--- src/rtl/note_tone.sv ---
// Glitch-free square-wave tone generator for the piezo, driven by the note sequencer.
// Pitch changes and stops take effect only at full-period boundaries.
module note_tone #(
  parameter int DIV = 1
) (
  input  logic       clk,
  input  logic       clr,
  input  logic       run,
  input  logic [3:0] notenum,
  output logic       pz,
  output logic       active,
  output logic       per_done
);

  localparam int PW = (DIV > 1) ? $clog2(DIV) : 1;
  localparam logic [PW-1:0] PMAX = PW'(DIV - 1);

  typedef enum logic {IDLE, TONE} state_t;

  state_t        state;
  logic [3:0]    cur_note;
  logic [10:0]   cnt;
  logic [PW-1:0] prescaler;
  logic          tick;
  logic          start_ok;

  // Half-period in 1 MHz ticks for C4..C5; rest codes never reach the loader.
  function automatic logic [10:0] half(input logic [3:0] n);
    case (n)
      4'd1:    half = 11'd1911;
      4'd2:    half = 11'd1804;
      4'd3:    half = 11'd1703;
      4'd4:    half = 11'd1607;
      4'd5:    half = 11'd1517;
      4'd6:    half = 11'd1432;
      4'd7:    half = 11'd1351;
      4'd8:    half = 11'd1276;
      4'd9:    half = 11'd1204;
      4'd10:   half = 11'd1136;
      4'd11:   half = 11'd1073;
      4'd12:   half = 11'd1012;
      4'd13:   half = 11'd956;
      default: half = 11'd1;
    endcase
  endfunction

  assign tick     = (prescaler == PMAX);
  assign start_ok = run && (notenum >= 4'd1) && (notenum <= 4'd13);

  // Inputs are only looked at when idle or at the end of a low half.
  always_ff @(posedge clk) begin
    if (clr) begin
      state     <= IDLE;
      pz        <= 1'b0;
      active    <= 1'b0;
      per_done  <= 1'b0;
      cur_note  <= 4'd0;
      cnt       <= 11'd0;
      prescaler <= '0;
    end else begin
      per_done  <= 1'b0;
      prescaler <= tick ? '0 : prescaler + PW'(1);
      if (tick) begin
        case (state)
          IDLE: begin
            if (start_ok) begin
              cur_note <= notenum;
              cnt      <= half(notenum) - 11'd1;
              pz       <= 1'b1;
              active   <= 1'b1;
              state    <= TONE;
            end
          end
          TONE: begin
            if (cnt != 11'd0) begin
              cnt <= cnt - 11'd1;
            end else if (pz) begin
              pz  <= 1'b0;
              cnt <= half(cur_note) - 11'd1;
            end else begin
              per_done <= 1'b1;
              if (start_ok) begin
                cur_note <= notenum;
                cnt      <= half(notenum) - 11'd1;
                pz       <= 1'b1;
              end else begin
                state  <= IDLE;
                active <= 1'b0;
              end
            end
          end
          default: state <= IDLE;
        endcase
      end
    end
  end

  // The wave is never driven outside TONE, and boundaries are isolated pulses.
  assert property (@(posedge clk) pz |-> active);
  assert property (@(posedge clk) disable iff (clr) per_done |=> !per_done);
  assert property (@(posedge clk) cnt <= 11'd1910);

endmodule

--- config.mk ---
export PLATFORM = sky130hd
export DESIGN_NAME = note_tone
export DESIGN_NICKNAME = d
export VERILOG_FILES = /design/src/rtl/note_tone.sv
export SDC_FILE = /design/constraint.sdc
export NUM_CORES = 1
export LEC_CHECK = 0
export BUFFER_PORTS_ARGS = -buffer_cell sky130_fd_sc_hd__buf_2
export CORE_ASPECT_RATIO = 0.75
export CORE_MARGIN = 2
export CORE_UTILIZATION = 45
export DETAILED_ROUTE_END_ITERATION = 6
export HOLD_SLACK_MARGIN = 0.03
export PLACE_DENSITY_LB_ADDON = 0.25
export SYNTH_ARGS = -nofsm -noshare
export SYNTH_HDL_FRONTEND = slang
export SYNTH_SLANG_ARGS = --single-unit
--- constraint.sdc ---
create_clock -name clk -period 3.81 [get_ports clk]
set_input_delay 0.762 -clock clk [delete_from_list [all_inputs] [get_ports clk]]
set_output_delay 0.762 -clock clk [all_outputs]
set_load 0.005 [all_outputs]
==> results of run 1 <==
-- cells in the final DEF (no fill, tap or decap), types with 2 or more instances in the layout --
cell type / n
a211oi_1: 4
inv_1: 18
nor3_1: 13
buf_4: 3
nor2_1: 22
a31oi_1: 3
buf_2: 9
xnor2_1: 5
o22ai_1: 3
nand2b_1: 6
nor4_1: 4
nand2_1: 29
nand4_1: 2
nor2b_1: 5
o2111ai_1: 2
xor2_1: 7
o21ai_0: 22
o41ai_1: 3
o22a_1: 2
a21oi_1: 24
o31ai_1: 4
nor3b_1: 2
a311oi_1: 2
dfxtp_1: 31
ha_1: 16
mux2i_1: 8
nand3_1: 12
mux2_4: 2
and3_1: 2
a31o_2: 3
or3_1: 6
and4_1: 3
o21ai_1: 2
clkbuf_8: 6
and2_1: 2
inv_2: 2
or4_1: 4
-- layer usage --
layer | vias up | GRT usage [%] | wire length [um]
met3 | 6 | 5.109 | 542
met2 | 103 | 32.80 | 2733
li1 | 1191 | - | -
met4 | 0 | 6.923 | 90
met5 | - | 0 | 0
met1 | 1095 | 32.06 | 3226
-- where the power goes --
| part | total [uW] | internal [uW] | switching, uW |
|---|---|---|---|
| clock network | 350 | 212 | 139 |
| logic | 317 | 124 | 193 |
| registers | 396 | 355 | 40.2 |
| total | 1060 | 691 | 372 |
-- final timing paths --
check	startpoint	to	slack, ps	cells after the start
max	notenum[1]	flip-flop	470	12
min	active	active	510	2
max reg2reg	cnt[0]	flip-flop	650	11
min reg2reg	active	active	510	2
-- per-stage QoR --
step	area [um2]	instances	util (%)	hold slack [ps]
floorplan	2519	326	-	466.9
global placement	2589	393	48.11	490.6
detailed placement	2589	393	48.11	487.9
CTS	2706	401	50.29	501.8
global route	2706	401	50.29	543.0
finish	2706	401	50.29	510.5
-- synth_stat cells, drive strengths merged, types with 3 or more instances --
cell type	count	area share, %
buf	6	1.5
clkbuf	14	2.1
and4	3	1.0
a31o	3	1.0
or3	6	1.5
or4	4	1.2
a211oi	4	1.2
nand2	30	4.6
xnor2	5	1.7
ha	16	7.9
nand3	12	2.4
nand2b	6	1.5
o21ai	24	4.8
a21oi	24	4.8
nor4	4	0.99
o22ai	3	0.75
dfxtp	31	25
nor3	15	3.6
mux2i	8	3.2
xor2	7	2.4
nor2b	5	1.2
inv	20	3.0
o31ai	5	1.7
a31oi	3	0.75
nor2	22	3.3
o41ai	3	1.0
-- cells by family (layout without fill, tap and decap cells) --
family	Yosys count	count (layout)
mux	11	11
compound gates	95	95
simple gates	120	120
xor+xnor	12	12
buf+inv	40	40
flops	31	31
other cells	1	1
fa+ha+maj	16	16
-- worst max-delay path, cell delays in order --
cell and delay (ps):
buf_2 210, inv_1 140, ha_1 250, or4b_2 650, and4_1 320, and4_1 260, a31o_2 250, inv_1 130
ha_1 260, inv_1 100, mux2i_1 100, a21oi_1 140
-- cell type report --
class | instances | area [um2]
clock buffer | 6 | 82.58
clock inverter | 2 | 35.03
fill | 517 | 2675
inverter | 20 | 75.07
multi-input combinational | 255 | 1732
sequential | 31 | 620.6
tap | 75 | 93.84
timing repair buffer | 12 | 67.56
==> out/metrics.yaml, run 1 <==
status: "finished clean"
crit_required_ps: 4040
ir_drop_uv: 149.0
synth_area_um2: 2519
syn_area_per_cell_um2: 7.726
io_pins: 10
finalCriticalPeriod_ps: 3342
coreArea_um2: 5381
hp-class: "flip-flop to flip-flop"
drtIter0Drc: 211
ys_seq_elements: 31
drtAntennaViolNets: 0
vias: 2395
slew_violations: 0
synth_top_family_by_area: "compound AO/OA/AOI/OAI gates"
tns_ps: 0
gp_congestion: 0.8971
grt_pass1_wl_um: 10740
numPortBuffers: 9
synth_warnings: 0
drc: 0
die_w_um: 90.39
muxShareOfSynthArea_pct: 5.266
synth_edf_count: 0
syn_nets: 349
dp_hpwl_um: 4894
initial_utilization_pct: 46.80
finalClockSkew_ps: 7.147
synth_xor_area_share_pct: 4.173
finalPower_uw: 1063
die-area_um2: 6218
p_leak_uw: 0.001091
syn_inst: 326
clkTransAtPathRegs_ps: 70
yosysUniqueCellTypes: 69
drive_gt1_share_pct: 11.04
antenna_found_initial: 0
start_kind: "primary input"
setup_viol: 0
root_buffer: "clkbuf_8"
max_freq_mhz: 299.2
die_h_um: 68.79
synth_compound_gate_area_share_pct: 25.88
fin_ws_ps: 468.1
worstPathMaxFanout: 13
async_flop_share_pct: 0
crit_type: "primary input to flip-flop"
fp-row-count: 23
rsz0062_at_grt: "no"
grt_use_total_pct: 22.17
cts_made_buffers: 5
grt_max_degree: 26
hold_viol_final: 0
arrival_ps: 3570
postCtsSetupRepairBufs: 0
max-slew-margin-rel_pct: 48.20
cts.sinks: 31
n_antenna_cell: 0
first_pass_iters: 5
cts_hold_buf: 0
cts_tree: "yes"
clock_latency_ps: 300
ctsResizeCount: 0
viasPerCell: 5.973
pre_cts_ws_ps: 183.2
syn_to_final_growth_pct: 7.452
tightestPinTransition_ps: 766.2
synth_fa_ha_area_share_pct: 7.948
drv_cap: 0
wl_per_cell_um: 16.44
ys_seq_area_share_pct: 24.64
grt_overflow: 0
cts_buffer_depth: 2
synthSimpleGateAreaFrac_pct: 25.34
fin_nets: 348
drt_wl_total_um: 6592
endpoint_kind: "flip-flop"
period_share_pct: 87.71
cts_max_level: 2
power_density_nw_per_um2: 392.7
ys.flop_type: "dfxtp_1"
grt_pass1_vias: 2101
Power figures use the tool's default switching activity.
==> run 2: changes to the inputs <==
--- a/config.mk
+++ b/config.mk
@@ -6,7 +6,7 @@
 export NUM_CORES = 1
 export LEC_CHECK = 0
 export BUFFER_PORTS_ARGS = -buffer_cell sky130_fd_sc_hd__buf_2
-export CORE_ASPECT_RATIO = 0.75
+export CORE_ASPECT_RATIO = 1.4
 export CORE_MARGIN = 2
 export CORE_UTILIZATION = 45
 export DETAILED_ROUTE_END_ITERATION = 6
==> run 2 against run 1 <==
  * Sequential share of layout area up 0.27 points
  * Register-to-register slack better by 80 ps
  * Clock skew up 2.1 ps
  * Clock-buffer cell count unchanged
  * Combinational power about the same
  * Maximum frequency up 0.41%
  * Setup slack better by 14 ps
  * Critical path type unchanged
==> out/metrics.yaml, run 2 (same netlist as run 1, synthesis figures left out) <==
status: "finished clean"
max-slew-margin-rel_pct: 46.19  # -2.0 points
initial_utilization_pct: 46.25  # -0.55 points
p_comb_share_pct: 32.3  # +2.5 points
slew_violations: 0  # unchanged
gp_congestion: 0.8526  # -5.0%
cts_buffer_depth: 2  # unchanged
drv_cap: 0  # unchanged
max_freq_mhz: 300.5  # +0.41%
rr_worst_depth: 11  # unchanged
endpoint_kind: "flip-flop"
die_w_um: 67.23  # -26%
fin_nets: 349  # +0.29%
layout_commonest_cell: "dfxtp_1"
pre_cts_ws_ps: 196.8  # +13.57 ps
cts_made_buffers: 5  # unchanged
antenna_found_initial: 0  # unchanged
worstHoldStart: "cnt[1]"
grt_use_total_pct: 23.28  # +1.1 points
period_share_pct: 87.35  # -0.36 points
switching_share_pct: 36.58  # +1.6 points
dp_hpwl_um: 4979  # +1.7%
setup_viol: 0  # unchanged
arrival_ps: 3530  # -40 ps
power_density_nw_per_um2: 366.4  # -6.7%
hp-class: "flip-flop to flip-flop"
drc: 0  # unchanged
finalCriticalPeriod_ps: 3328  # -13.78 ps
grt_overflow: 0  # unchanged
drtIter0Drc: 187  # -11%
switching_power_uw: 358.6  # -3.6%
drt_wl_total_um: 6476  # -1.8%
n_fill_cell: 580  # +12%
grt_pass1_wl_um: 10980  # +2.2%
coreArea_um2: 5445  # +1.2%
drtAntennaViolNets: 0  # unchanged
seqPwrFrac_pct: 40.3  # +3.1 points
ir_drop_uv: 203.1  # +36%
finalClockSkew_ps: 9.235  # +2.088 ps
p_leak_uw: 0.001082  # -0.86%
clock_latency_ps: 290  # about the same
grt_pass1_vias: 2278  # +8.4%
worstPathMaxFanout: 13  # unchanged
final_cell_mix: "dfxtp_1, nand2_1, a21oi_1"
fin_ws_ps: 481.8  # +13.78 ps
finalPower_uw: 980.2  # -7.8%
startpoint: "notenum[1]"
rsz0062_at_grt: "no"
root_buffer: "clkbuf_8"
start_kind: "primary input"
n_antenna_cell: 0  # unchanged
cts.sinks: 31  # unchanged
tightestPinTransition_ps: 795.9  # +29.63 ps
grt_max_degree: 26  # unchanged
first_pass_iters: 4  # -1
viasPerCell: 6.005  # +0.54%
die-area_um2: 6220  # about the same
postCtsSetupRepairBufs: 0  # unchanged
io_pins: 10  # unchanged
ctsResizeCount: 0  # unchanged
min_path_cells: 2  # unchanged
fp-row-count: 32  # +39%
crit_required_ps: 4020  # -20 ps
pwr-share-clk_pct: 27.5  # -5.5 points
drive_gt1_share_pct: 11.04  # unchanged
syn_to_final_growth_pct: 6.210
crit_type: "primary input to flip-flop"
r2r_slack_ps: 730  # +80 ps
clkTransAtPathRegs_ps: 70  # about the same
numPortBuffers: 9  # unchanged
cts_hold_buf: 0  # unchanged
die_h_um: 92.52  # +34%
hold_viol_final: 0  # unchanged
tns_ps: 0  # unchanged
worstReg2RegStart: "cnt[0]"
p_int_uw: 621.6  # -10%
cts_max_level: 2  # unchanged
wl_per_cell_um: 16.44  # about the same
hold_end: "cnt[1]"
vias: 2366  # -1.2%
cts_tree: "yes"
run 2: how the worst max path moves through the flow:
stage / cells past startpoint / end / slack (ps)
floorplan: 13 / flip-flop / 350
global placement: 12 / flip-flop / 320
detailed placement: 12 / flip-flop / 200
CTS: 12 / flip-flop / 490
global route: 12 / flip-flop / 240
finish: 12 / flip-flop / 480
run 2: area by class of cell:
class	count	area, um2	area share (%)
multi-input combinational	255	1732	64.73
sequential	31	620.6	23.20
tap	68	85.08	3.181
clock buffer	6	82.58	3.087
timing repair buffer	13	75.07	2.806
inverter	20	75.07	2.806
clock inverter	1	5.005	0.1871
run 2: power by group through the flow:
| stage | Sequential, uW | Clock (uW) | Combinational [uW] |
|---|---|---|---|
| floorplan | 387 | 0 | 252 |
| global placement | 400 | 0 | 312 |
| detailed placement | 401 | 0 | 312 |
| CTS | 394 | 273 | 313 |
| global route | 400 | 287 | 354 |
| finish | 395 | 269 | 316 |
run 2: per-stage QoR:
stage	area [um2]	cells	utilization [%]	hold slack, ps
floorplan	2519	326	-	466.9
global placement	2587	387	47.52	490.9
detailed placement	2587	387	47.52	494.7
CTS	2675	394	49.13	508.6
global route	2675	394	49.13	543.8
finish	2675	394	49.13	503.0
run 2: metal layers:
layer	track usage [%]	wire, um
met1	27.82	2725
met2	38.20	3220
met3	4.374	236
met5	0	0
met4	12.93	293
run 2: worst max-delay path, stage by stage:
cell     delay, ps
buf_2          220
inv_1          140
ha_1           260
or4b_2         650
and4_1         290
and4_1         240
a31o_2         240
inv_1          120
ha_1           260
inv_1          100
a21oi_1         70
nor3_1         180
==> run 3: changes to the inputs <==
--- a/config.mk
+++ b/config.mk
@@ -8,10 +8,11 @@
 export BUFFER_PORTS_ARGS = -buffer_cell sky130_fd_sc_hd__buf_2
 export CORE_ASPECT_RATIO = 1.4
 export CORE_MARGIN = 2
-export CORE_UTILIZATION = 45
+export CORE_UTILIZATION = 60
+export CTS_BUF_LIST = sky130_fd_sc_hd__clkbuf_4
 export DETAILED_ROUTE_END_ITERATION = 6
 export HOLD_SLACK_MARGIN = 0.03
-export PLACE_DENSITY_LB_ADDON = 0.25
+export PLACE_DENSITY_LB_ADDON = 0.05
 export SYNTH_ARGS = -nofsm -noshare
 export SYNTH_HDL_FRONTEND = slang
 export SYNTH_SLANG_ARGS = --single-unit
==> run 3 against run 2 <==
  * Clock-buffer cell count down 1
  * Routed wire length down 2.3%
  * Largest cell class unchanged
  * Via count up 4.4%
  * Die area down 24%
  * The run now ends with DRC left
  * Critical path depth unchanged
  * Highest routed layer unchanged
==> out/metrics.yaml, run 3 (same netlist as run 1, synthesis figures left out) <==
tns_ps: 0  # unchanged
wl_per_cell_um: 17.10  # +4.1%
die-area_um2: 4739  # -24%
finalClockSkew_ps: 8.222  # -1.013 ps
n_fill_cell: 361  # -38%
seqCellArea_um2: 620.6  # unchanged
grt_pass1_vias: 2217  # -2.7%
initial_utilization_pct: 63.18  # +17 points
drive_gt1_share_pct: 11.01  # -0.034 points
max_freq_mhz: 301.5  # +0.35%
crit_required_ps: 4070  # +50 ps
start_kind: "primary input"
slew_violations: 0  # unchanged
drt_wl_total_um: 6328  # -2.3%
grt_overflow: 0  # unchanged
power_density_nw_per_um2: 366.4  # about the same
endpoint_kind: "flip-flop"
postCtsSetupRepairBufs: 0  # unchanged
final_cell_mix: "dfxtp_1, nand2_1, a21oi_1"
cts_tree: "yes"
numPortBuffers: 9  # unchanged
tightestPinTransition_ps: 889.5  # +93.60 ps
finalCriticalPeriod_ps: 3317  # -11.60 ps
n_antenna_cell: 0  # unchanged
dp_hpwl_um: 4813  # -3.3%
clkTransAtPathRegs_ps: 100  # +30 ps
vias: 2471  # +4.4%
cts_buffer_depth: 2  # unchanged
cts_made_buffers: 5  # unchanged
cts_hold_buf: 0  # unchanged
root_buffer: "clkbuf_4"
grt_pass1_wl_um: 10280  # -6.3%
hp-class: "flip-flop to flip-flop"
clock_latency_ps: 330  # +40 ps
status: "finished with violations"
arrival_ps: 3570  # +40 ps
p_leak_uw: 0.001078  # -0.37%
multi_input_area_um2: 1732  # unchanged
drtIter0Drc: 149  # -20%
grt_max_degree: 26  # unchanged
die_h_um: 80.66  # -13%
ctsResizeCount: 0  # unchanged
grt_use_total_pct: 28.05  # +4.8 points
hold_viol_final: 0  # unchanged
viasPerCell: 6.678  # +11%
fin_nets: 349  # unchanged
worstPathMaxFanout: 13  # unchanged
setup_viol: 0  # unchanged
fp-row-count: 27  # -16%
syn_to_final_growth_pct: 4.520
period_share_pct: 87.05  # -0.30 points
cts.sinks: 31  # unchanged
cts_max_level: 2  # unchanged
ir_drop_uv: 206.9  # +1.9%
drc: 1  # +1
layout_commonest_cell: "dfxtp_1"
max-slew-margin-rel_pct: 39.87  # -6.3 points
first_pass_iters: 7  # +3
finalPower_uw: 964.5  # -1.6%
coreArea_um2: 3986  # -27%
drtAntennaViolNets: 0  # unchanged
violations: "DRC"
gp_congestion: 0.8939  # +4.8%
crit_type: "primary input to flip-flop"
die_w_um: 58.76  # -13%
rsz0062_at_grt: "no"
io_pins: 10  # unchanged
drv_cap: 0  # unchanged
antenna_found_initial: 0  # unchanged
run 3: cell count changes in the layout (fill, tap and decap cells not counted):
cell / before / now
clkbuf_4: 0 / 5
bufinv_16: 0 / 1
clkinv_1: 0 / 1
clkbuf_8: 6 / 0
run 3: layer usage:
layer	routed length (um)	global-route usage (%)	up-vias
met5	0	0	-
met4	270	15.45	0
met3	259	4.187	25
met2	3087	46.11	87
met1	2711	34.22	1162
li1	-	-	1197
run 3: final timing paths:
check | cells after the start | slack (ps) | end | from
worst max-delay path | 12 | 490 | flip-flop | notenum[1]
worst min register to register | 2 | 510 | cnt[1] | cnt[1]
worst min-delay path | 2 | 510 | cnt[1] | cnt[1]
worst max register to register | 11 | 670 | flip-flop | cnt[0]
run 3: worst max-delay path: stages:
cell,delay [ps]
buf_2,220
inv_1,150
ha_1,250
or4b_2,650
and4_1,310
and4_1,250
a31o_2,250
inv_1,130
ha_1,270
inv_1,100
a21oi_1,70
nor3_1,160
run 3: power by group:
| part | internal, uW | total, uW | switching [uW] |
|---|---|---|---|
| Sequential | 355 | 391 | 35.9 |
| Clock | 135 | 253 | 118 |
| Combinational | 125 | 320 | 196 |
run 3: final cells by class:
cell class | count | area share (%)
inverter | 20 | 2.852
tap | 43 | 2.044
multi-input combinational | 255 | 65.78
clock buffer | 5 | 1.426
sequential | 31 | 23.57
timing repair buffer | 13 | 2.852
clock inverter | 3 | 1.473
run 3: per-stage QoR:
step | utilization (%) | hold WS (ps) | cells | worst slack [ps] | area (um2)
after global routing | 66.04 | 529.3 | 370 | 343.6 | 2633
after CTS | 66.04 | 514.3 | 370 | 545.3 | 2633
after floorplan | - | 466.9 | 326 | 346.1 | 2519
after detailed placement | 64.12 | 499.6 | 362 | 203.1 | 2556
final | 66.04 | 510.5 | 370 | 493.4 | 2633
after global placement | 64.12 | 490.5 | 362 | 319.5 | 2556
